[src/rtl/fetch_if.sv]
// Fetch-stage bundle: redirect input, instruction-memory handshake and the
// decode-facing instruction FIFO head.
interface fetch_if;
  logic        redirect;
  logic [31:0] npc;
  logic        imem_req;
  logic [31:0] imem_addr;
  logic        imem_rvalid;
  logic [31:0] imem_rdata;
  logic        inst_valid;
  logic [31:0] inst;
  logic [31:0] inst_pc;
  logic [31:0] inst_pc4;
  logic        inst_ready;
  logic        fetch_err;

  modport master (
    input  redirect, npc, imem_rvalid, imem_rdata, inst_ready,
    output imem_req, imem_addr, inst_valid, inst, inst_pc, inst_pc4, fetch_err
  );

  modport slave (
    output redirect, npc, imem_rvalid, imem_rdata, inst_ready,
    input  imem_req, imem_addr, inst_valid, inst, inst_pc, inst_pc4, fetch_err
  );
endinterface

[src/rtl/fetch_unit.sv]
// Instruction fetch: owns fetch PC, issues sequential word fetches and queues
// {pc, inst} pairs toward decode; redirects flush, misaligned targets halt.
module fetch_unit #(
  parameter logic [31:0] RESET_PC = 32'h0000_3000,
  parameter int          DEPTH    = 2
) (
  input  logic   clk,
  input  logic   reset,
  fetch_if.master bus
);
  localparam int AW = (DEPTH > 1) ? $clog2(DEPTH) : 1;
  localparam logic [AW:0] FULL_CNT = (AW+1)'(DEPTH);

  localparam logic [1:0] S_BOOT  = 2'd0;
  localparam logic [1:0] S_FETCH = 2'd1;
  localparam logic [1:0] S_FULL  = 2'd2;
  localparam logic [1:0] S_HALT  = 2'd3;

  typedef struct packed {
    logic [31:0] pc;
    logic [31:0] inst;
  } entry_t;

  logic [1:0]    state, state_nxt;
  logic [31:0]   fetch_pc;
  logic [AW-1:0] wptr, rptr;
  logic [AW:0]   count, count_nxt;
  logic          fetch_err;
  entry_t        entry [DEPTH];
  entry_t        head;
  logic          halted, flush, push, pop, inst_valid;

  assign halted     = (state == S_HALT);
  assign flush      = bus.redirect && !halted;
  assign inst_valid = (count != '0) && !halted;
  // A redirect kills both the in-flight response and any pop that cycle.
  assign push       = (state == S_FETCH) && bus.imem_rvalid && !flush;
  assign pop        = inst_valid && bus.inst_ready && !flush;
  assign count_nxt  = count + {{AW{1'b0}}, push} - {{AW{1'b0}}, pop};

  always_comb begin
    state_nxt = state;
    if (flush) begin
      state_nxt = (bus.npc[1:0] == 2'b00) ? S_FETCH : S_HALT;
    end else begin
      case (state)
        S_BOOT:  state_nxt = S_FETCH;
        S_FETCH: if (push && count_nxt == FULL_CNT) state_nxt = S_FULL;
        S_FULL:  if (pop) state_nxt = S_FETCH;
        default: state_nxt = state;
      endcase
    end
  end

  always_ff @(posedge clk or negedge reset) begin
    if (!reset) begin
      state     <= S_BOOT;
      fetch_pc  <= RESET_PC;
      wptr      <= '0;
      rptr      <= '0;
      count     <= '0;
      fetch_err <= 1'b0;
    end else begin
      state <= state_nxt;
      if (flush) begin
        count <= '0;
        wptr  <= '0;
        rptr  <= '0;
        if (bus.npc[1:0] == 2'b00) fetch_pc  <= bus.npc;
        else                       fetch_err <= 1'b1;
      end else begin
        count <= count_nxt;
        if (push) begin
          wptr     <= wptr + AW'(1);
          fetch_pc <= fetch_pc + 32'd4;
        end
        if (pop) rptr <= rptr + AW'(1);
      end
    end
  end

  always_ff @(posedge clk or negedge reset) begin
    if (!reset) begin
      for (int i = 0; i < DEPTH; i++) entry[i] <= '0;
    end else if (push) begin
      entry[wptr] <= '{pc: fetch_pc, inst: bus.imem_rdata};
    end
  end

  assign head          = entry[rptr];
  assign bus.imem_req  = (state == S_FETCH);
  assign bus.imem_addr = fetch_pc;
  assign bus.inst_valid = inst_valid;
  assign bus.inst      = head.inst;
  assign bus.inst_pc   = head.pc;
  assign bus.inst_pc4  = head.pc + 32'd4;
  assign bus.fetch_err = fetch_err;
endmodule

[src/flat_wrapper.sv]
// flat-port wrapper written by rule: the top's interface ports become plain ports
module fetch_unit_flat 
#(
  parameter logic [31:0] RESET_PC = 32'h0000_3000,
  parameter int          DEPTH    = 2
)
  (clk, reset, bus_redirect, bus_npc, bus_imem_rvalid, bus_imem_rdata, bus_inst_ready, bus_imem_req, bus_imem_addr, bus_inst_valid, bus_inst, bus_inst_pc, bus_inst_pc4, bus_fetch_err);
  fetch_if bus_i ();
  input  logic clk;
  input  logic reset;
  input wire logic [$bits(bus_i.redirect)-1:0] bus_redirect;
  input wire logic [$bits(bus_i.npc)-1:0] bus_npc;
  input wire logic [$bits(bus_i.imem_rvalid)-1:0] bus_imem_rvalid;
  input wire logic [$bits(bus_i.imem_rdata)-1:0] bus_imem_rdata;
  input wire logic [$bits(bus_i.inst_ready)-1:0] bus_inst_ready;
  output wire logic [$bits(bus_i.imem_req)-1:0] bus_imem_req;
  output wire logic [$bits(bus_i.imem_addr)-1:0] bus_imem_addr;
  output wire logic [$bits(bus_i.inst_valid)-1:0] bus_inst_valid;
  output wire logic [$bits(bus_i.inst)-1:0] bus_inst;
  output wire logic [$bits(bus_i.inst_pc)-1:0] bus_inst_pc;
  output wire logic [$bits(bus_i.inst_pc4)-1:0] bus_inst_pc4;
  output wire logic [$bits(bus_i.fetch_err)-1:0] bus_fetch_err;
  assign bus_i.redirect = bus_redirect;
  assign bus_i.npc = bus_npc;
  assign bus_i.imem_rvalid = bus_imem_rvalid;
  assign bus_i.imem_rdata = bus_imem_rdata;
  assign bus_i.inst_ready = bus_inst_ready;
  assign bus_imem_req = bus_i.imem_req;
  assign bus_imem_addr = bus_i.imem_addr;
  assign bus_inst_valid = bus_i.inst_valid;
  assign bus_inst = bus_i.inst;
  assign bus_inst_pc = bus_i.inst_pc;
  assign bus_inst_pc4 = bus_i.inst_pc4;
  assign bus_fetch_err = bus_i.fetch_err;
  fetch_unit #(.RESET_PC(RESET_PC), .DEPTH(DEPTH)) u_core (.clk(clk), .reset(reset), .bus(bus_i));
endmodule
[config.mk]
export PLATFORM = sky130hd
export DESIGN_NAME = fetch_unit_flat
export DESIGN_NICKNAME = d
export VERILOG_FILES = /design/src/rtl/fetch_if.sv /design/src/rtl/fetch_unit.sv /design/src/flat_wrapper.sv
export SDC_FILE = /design/constraint.sdc
export NUM_CORES = 1
export LEC_CHECK = 0
export CORE_MARGIN = 4
export CORE_UTILIZATION = 51
export DETAILED_ROUTE_END_ITERATION = 10
export GPL_TIMING_DRIVEN = 1
export MAX_ROUTING_LAYER = met4
export PLACE_DENSITY = 0.79
export SLEW_MARGIN = 40
export SYNTH_ARGS = -nofsm -noshare
export SYNTH_HDL_FRONTEND = slang
export SYNTH_SLANG_ARGS = --single-unit
[constraint.sdc]
create_clock -name clk -period 4.9 [get_ports clk]
set_input_delay 1.225 -clock clk [delete_from_list [all_inputs] [get_ports clk]]
set_output_delay 1.225 -clock clk [all_outputs]
set_load 0.02 [all_outputs]
# Word level (Yosys, flattened, before mapping)
# Index checks and enable logic that the tools add are counted.
# Widths: inputs -> output; s select.
[totals]
in_bits = 69
reg_bits = 167
output_inout_bits = 131
[op_classes]
n_bitwise = 3
eq_ne = 7
magnitude_cmp = 3
muxes = 19
reduce_logical = 19
addsub = 6
[op_table]
columns = ["operator", "count"]
rows = [
  ["$mux 64", 4],
  ["$bwmux 128", 1],
  ["$mux 32", 3],
  ["$add 32x3->32 const B", 2],
  ["$demux 64 s1", 1],
  ["$mux 2", 5],
  ["$logic_and 1x1->1", 8],
  ["$eq 2x2->1 const B", 3],
  ["$ne 3x1->1 const B", 2],
  ["$pmux 2 s3", 1],
  ["$reduce_bool 2->1", 3],
  ["$ge 2x2->1 const B", 2],
  ["$logic_not 2->1", 2],
  ["$mux 1", 4],
  ["$not 1->2", 2],
  ["$reduce_and 2->1", 2],
  ["$reduce_bool 4->1", 1],
  ["$reduce_and 3->1", 1],
  ["$add 1x1->1 const B", 2],
  ["$add 2x1->2", 1],
  ["$eq 2x1->1 const B", 1],
  ["$logic_not 1->1", 2],
  ["$lt 2x1->1 const B", 1],
  ["$ne 2x2->1 const B", 1],
  ["2 further kinds", 2],
]

# Logic depth before layout (Yosys ltp)
[logic_depth]
word_depth = 12
depth_mapped = 15
mapped_depth_nobuf = 11

# Worst setup path before layout
# No wires, ideal clock.
[synth_timing]
path_type = "register -> output"
start = "register u_core.rptr"
end = "output port bus_inst_pc4[20]"
path_buffers = 6
required_time_ns = 3.675
slack_ns = 0.465
stages_incl_launch_ff = 16
arrival_time_ns = 3.210
path_cell_list = "dfrtp_1 buf_6 buf_4 buf_2 buf_2 buf_2 nand2_1 and2_1 inv_1 ha_1 inv_1 a211oi_1 and2_1 clkbuf_1 nand4_1 xnor2_1"
[synth_between]
elab_chain_len = 5
[synth_rtl]
columns = ["item", "line_no", "source"]
rows = [
  ["start, declared", "fetch_unit.sv:26", "logic [AW-1:0] wptr, rptr;"],
  ["start signal, assigned", "fetch_unit.sv:77", "if (pop) rptr <= rptr + AW'(1);"],
  ["$not 1->2 (implied by the code)", "fetch_unit.sv:90", "assign head = entry[rptr];"],
  ["$mux 64 (implied by the code) (3 in a row)", "fetch_unit.sv:90", ""],
  ["via bus_inst_pc[2]", "flat_wrapper.sv:20", "output wire logic [$bits(bus_i.inst_pc)-1:0] bus_inst_pc;"],
  ["$add 32x3->32", "fetch_unit.sv:96", "assign bus.inst_pc4 = head.pc + 32'd4;"],
  ["end, declared", "flat_wrapper.sv:21", "output wire logic [$bits(bus_i.inst_pc4)-1:0] bus_inst_pc4;"],
]
# The timed path passes the listed nets, and every way through them passes these cells. The select of a mux whose other input is x is not followed.

# Worst setup path in the final report
[layout_timing]
start = "register u_core.rptr"
end = "output port bus_inst_pc4[31]"
[layout_between]
elab_chain_len = 5
[layout_rtl]
columns = ["item", "line_no"]
rows = [
  ["$not 1->2 (implied by the code)", "fetch_unit.sv:90"],
  ["$mux 64 (implied by the code) (3 in a row)", "fetch_unit.sv:90"],
  ["$add 32x3->32", "fetch_unit.sv:96"],
]
# No other way between the ends. The select of a mux whose other input is x is not followed.

==> results.md <==
- Clock buffer depth: 2
- Max Fanout on Critical Path: 31
- Worst VDD drop: about 0.21 mV
- Relative slew slack: between 50% and 60%
- Clock Latency Late Sink: about 0.42 ns
- RSZ-0062 raised after global routing: no
- Vias in the first global route: approximately 6500
- Area grow syn2layout: 33.21%
- Worst reg2reg path depth: 11
- Flop2flop setup slack: ~2.5 ns
- Outcome: complete, no violations
- Starting density of the core: 52.86%
- Commonest register cell after synthesis: dfrtp_1
- Layout cells sized above 1: between 20% and 30%
- Total GRT Usage: 23.78%
- WP data required: approximately 3.7 ns
- Ys Warns: 0
- Final period utilization: between 90% and 100%
- Avg Synthesized Cell Area: between 10 and 15 sq um
- Core Region: 16120 sq um
- Via density: roughly 5.7
- Total die area: ~19000 sq um
- Number of fill cells: approximately 1200
- Hold_ws: about 0.48 ns
- Die height: between 100 and 150 microns
- Most area-hungry cell type in the Yosys netlist: dfrtp_1
- Fmax: 0.2133 GHz
- Worst Tran Pin Value: 0.6401 ns
- Grt total ovfl: 0
- Arrival time worst endpoint: about 3.5 ns
- Routed Antenna Nets: 0
- Die W: between 100 and 150 microns
- Most area-consuming cells after synthesis: dfrtp_1 (48%), mux2_2 (24%), xnor2_1 (2.1%)
- Seq cells post-synth: 167
- Pwr dens: about 250 nW/um^2
- Clk slew on worst S/H paths: 0.06 ns
- Via Count: approximately 6600
- Initial DRC count: ~460
- Register area share after synthesis: 49.09%
- Setup TNS: 0 ns
- Initial antenna violation count: 1
- Critical path origin: u_core.rptr
- EDFF count, synth: 0
- # port buffers: 199
- CTS root buf: clkbuf_16
- Cells after Synth: around 740
- CTS Sinks: 167
- Total Routed Length: about 22 mm
- Rows: 46
- I/O pins: 200
- First-pass GRT wire length: 34.22 mm
- H-tree Lvls: 4
- Layout Utilization: between 70% and 80%
- M2 GR Usage: between 30% and 40%
- Placer Congestion: 0.9124
- Gr busiest metal: met2
- Fin crit period: between 4 and 5 ns
- Number of max-cap violations: 0
- Global Route met1 Usage: between 30% and 40%
- DP Wirelength: about 15 mm
- Final setup fails: 0
- Synth top area share: around half
- Max Slew Vio Count: 0
- Inserted Clock Buffers: 17
- CTS tree: built
- Met3 Usage GRT: between 5 and 6%
- Leakage power: approximately 5.2 nW
- Commonest non-fill, non-tap cell in the layout: clkdlybuf4s50_1
- Fraction of registers with async set or reset after synthesis: between 90% and 100%
- Cell Area, Synth: about 8500 sq um
- Clock skew: around 0.0068 ns
- Syn_nets: between 800 and 900
- DRC: 0
- Pre-antenna DRT Iters: 5
- CP Capture Point: bus_inst_pc4[31]
- Fin. Hold Viols: 0
- Worst hold path type: register to register
- CP Capture Type: output port
- Largest net degree at the start of global routing: approximately 110
- RR Startpoint: u_core.state[0]
- Most frequent cells in the layout: clkdlybuf4s50_1 (198), mux2_2 (179), dfrtp_1 (164), nand2_1 (41), nor2_1 (38)
- Final #Nets: 996
- Library cells used by synthesis: between 60 and 70
- R2R Path End: u_core.state[1]
- DR WL/cell: about 19 microns
- WS Path Type: register to output port
- Startpoint Class: register
-- cell families after synthesis --
| kind of cell | synth area share, % |
|---|---|
| compound gates | 8.534 |
| simple gates | 10.87 |
| fa+ha+maj | 0.5876 |
| xor+xnor | 2.982 |
| mux | 24.60 |
| buf+inv | 3.334 |
| flops | 49.09 |
-- stage by stage --
stage               instances  setup WS [ns]  instance area [sq um]  power (mW)
floorplan                 735         0.4646                   8518       1.448
global placement         1118         0.3523                  10710       1.562
detailed placement       1118         0.2989                  10710       1.563
CTS                      1151         0.1254                  11310       2.896
global route             1153        0.05588                  11350       2.969
finish                   1153         0.2121                  11350       2.875
-- report_power, final --
| part | switching [mW] | internal, mW | total (mW) |
|---|---|---|---|
| combinational | 0.0603 | 0.0744 | 0.135 |
| clock | 0.541 | 0.794 | 1.34 |
| sequential | 0.0165 | 1.39 | 1.40 |
| total | 0.618 | 2.26 | 2.87 |
-- synthesized netlist by cell type (all sizes together), types with 3 or more instances --
master	count
and4	4
nand2	42
a21oi	22
a21o	4
o22ai	5
a21boi	4
and3	7
o22a	6
mux2	179
nand3	26
a311oi	5
nor3	9
nand3b	3
dfrtp	165
nor2	40
a211oi	5
a31oi	8
and2	10
xor2	9
xnor2	20
nor2b	4
ha	4
inv	17
nand4b	6
o32a	5
nand4	17
nand2b	4
o21ai	19
buf	29
clkbuf	17
mux2i	8
-- layout make-up --
| cell class | count | area, sq um | share of cell area, % |
|---|---|---|---|
| flip-flops and latches | 167 | 4185 | 36.88 |
| multi-input cells | 505 | 4070 | 35.87 |
| repair buffers | 215 | 2162 | 19.05 |
| clock buffers | 22 | 474.2 | 4.179 |
| well taps | 216 | 270.3 | 2.382 |
| clock inverters | 10 | 118.9 | 1.048 |
| inverters | 17 | 63.81 | 0.5624 |
| diodes | 1 | 2.502 | 0.02205 |
-- metal layers --
layer	share of wire, %	routed length, microns	vias to the layer above
met5	0	0	-
met4	1.1	228	0
met3	8.0	1736	18
met2	48	10320	255
met1	43	9297	3270
li1	-	-	3055
-- worst max-delay path, cell delays in order (launching register included) --
cell and delay [ns]:
dfrtp_4 0.62, nand4b_1 0.30, a222oi_1 0.45, buf_4 0.22, and4_1 0.42, nand3b_1 0.21, xnor2_1 0.19, clkdlybuf4s50_1 0.62
-- how the worst min path moves through the flow --
stage | startpoint | to | cells after the start
6_report | u_core.bus.fetch_err | u_core.bus.fetch_err | 1
4_1_cts | u_core.bus.fetch_err | u_core.bus.fetch_err | 1
2_1_floorplan | u_core.wptr | u_core.wptr | 1
5_1_grt | u_core.bus.fetch_err | u_core.bus.fetch_err | 1
3_5_place_dp | u_core.bus.fetch_err | u_core.bus.fetch_err | 1
3_3_place_gp | u_core.bus.fetch_err | u_core.bus.fetch_err | 1
-- registers in the layout (all words and copies together) (netlist names) --
register              flops
u_core.state              2
u_core.rptr               1
u_core.count              2
u_core.wptr               1
u_core.bus.fetch_err      1
u_core.bus.imem_addr     32
u_core.entry            128
-- repair_timing --
| item | CTS | global route |
|---|---|---|
| hold buffers | 0 | 0 |
| gates resized for setup | 0 | 1 |
| setup buffers | 1 | 0 |
| pin swaps | 1 | 0 |
| endpoints found under the setup margin | 4 | 1 |
Note: power is estimated with default switching activity, not from simulation.
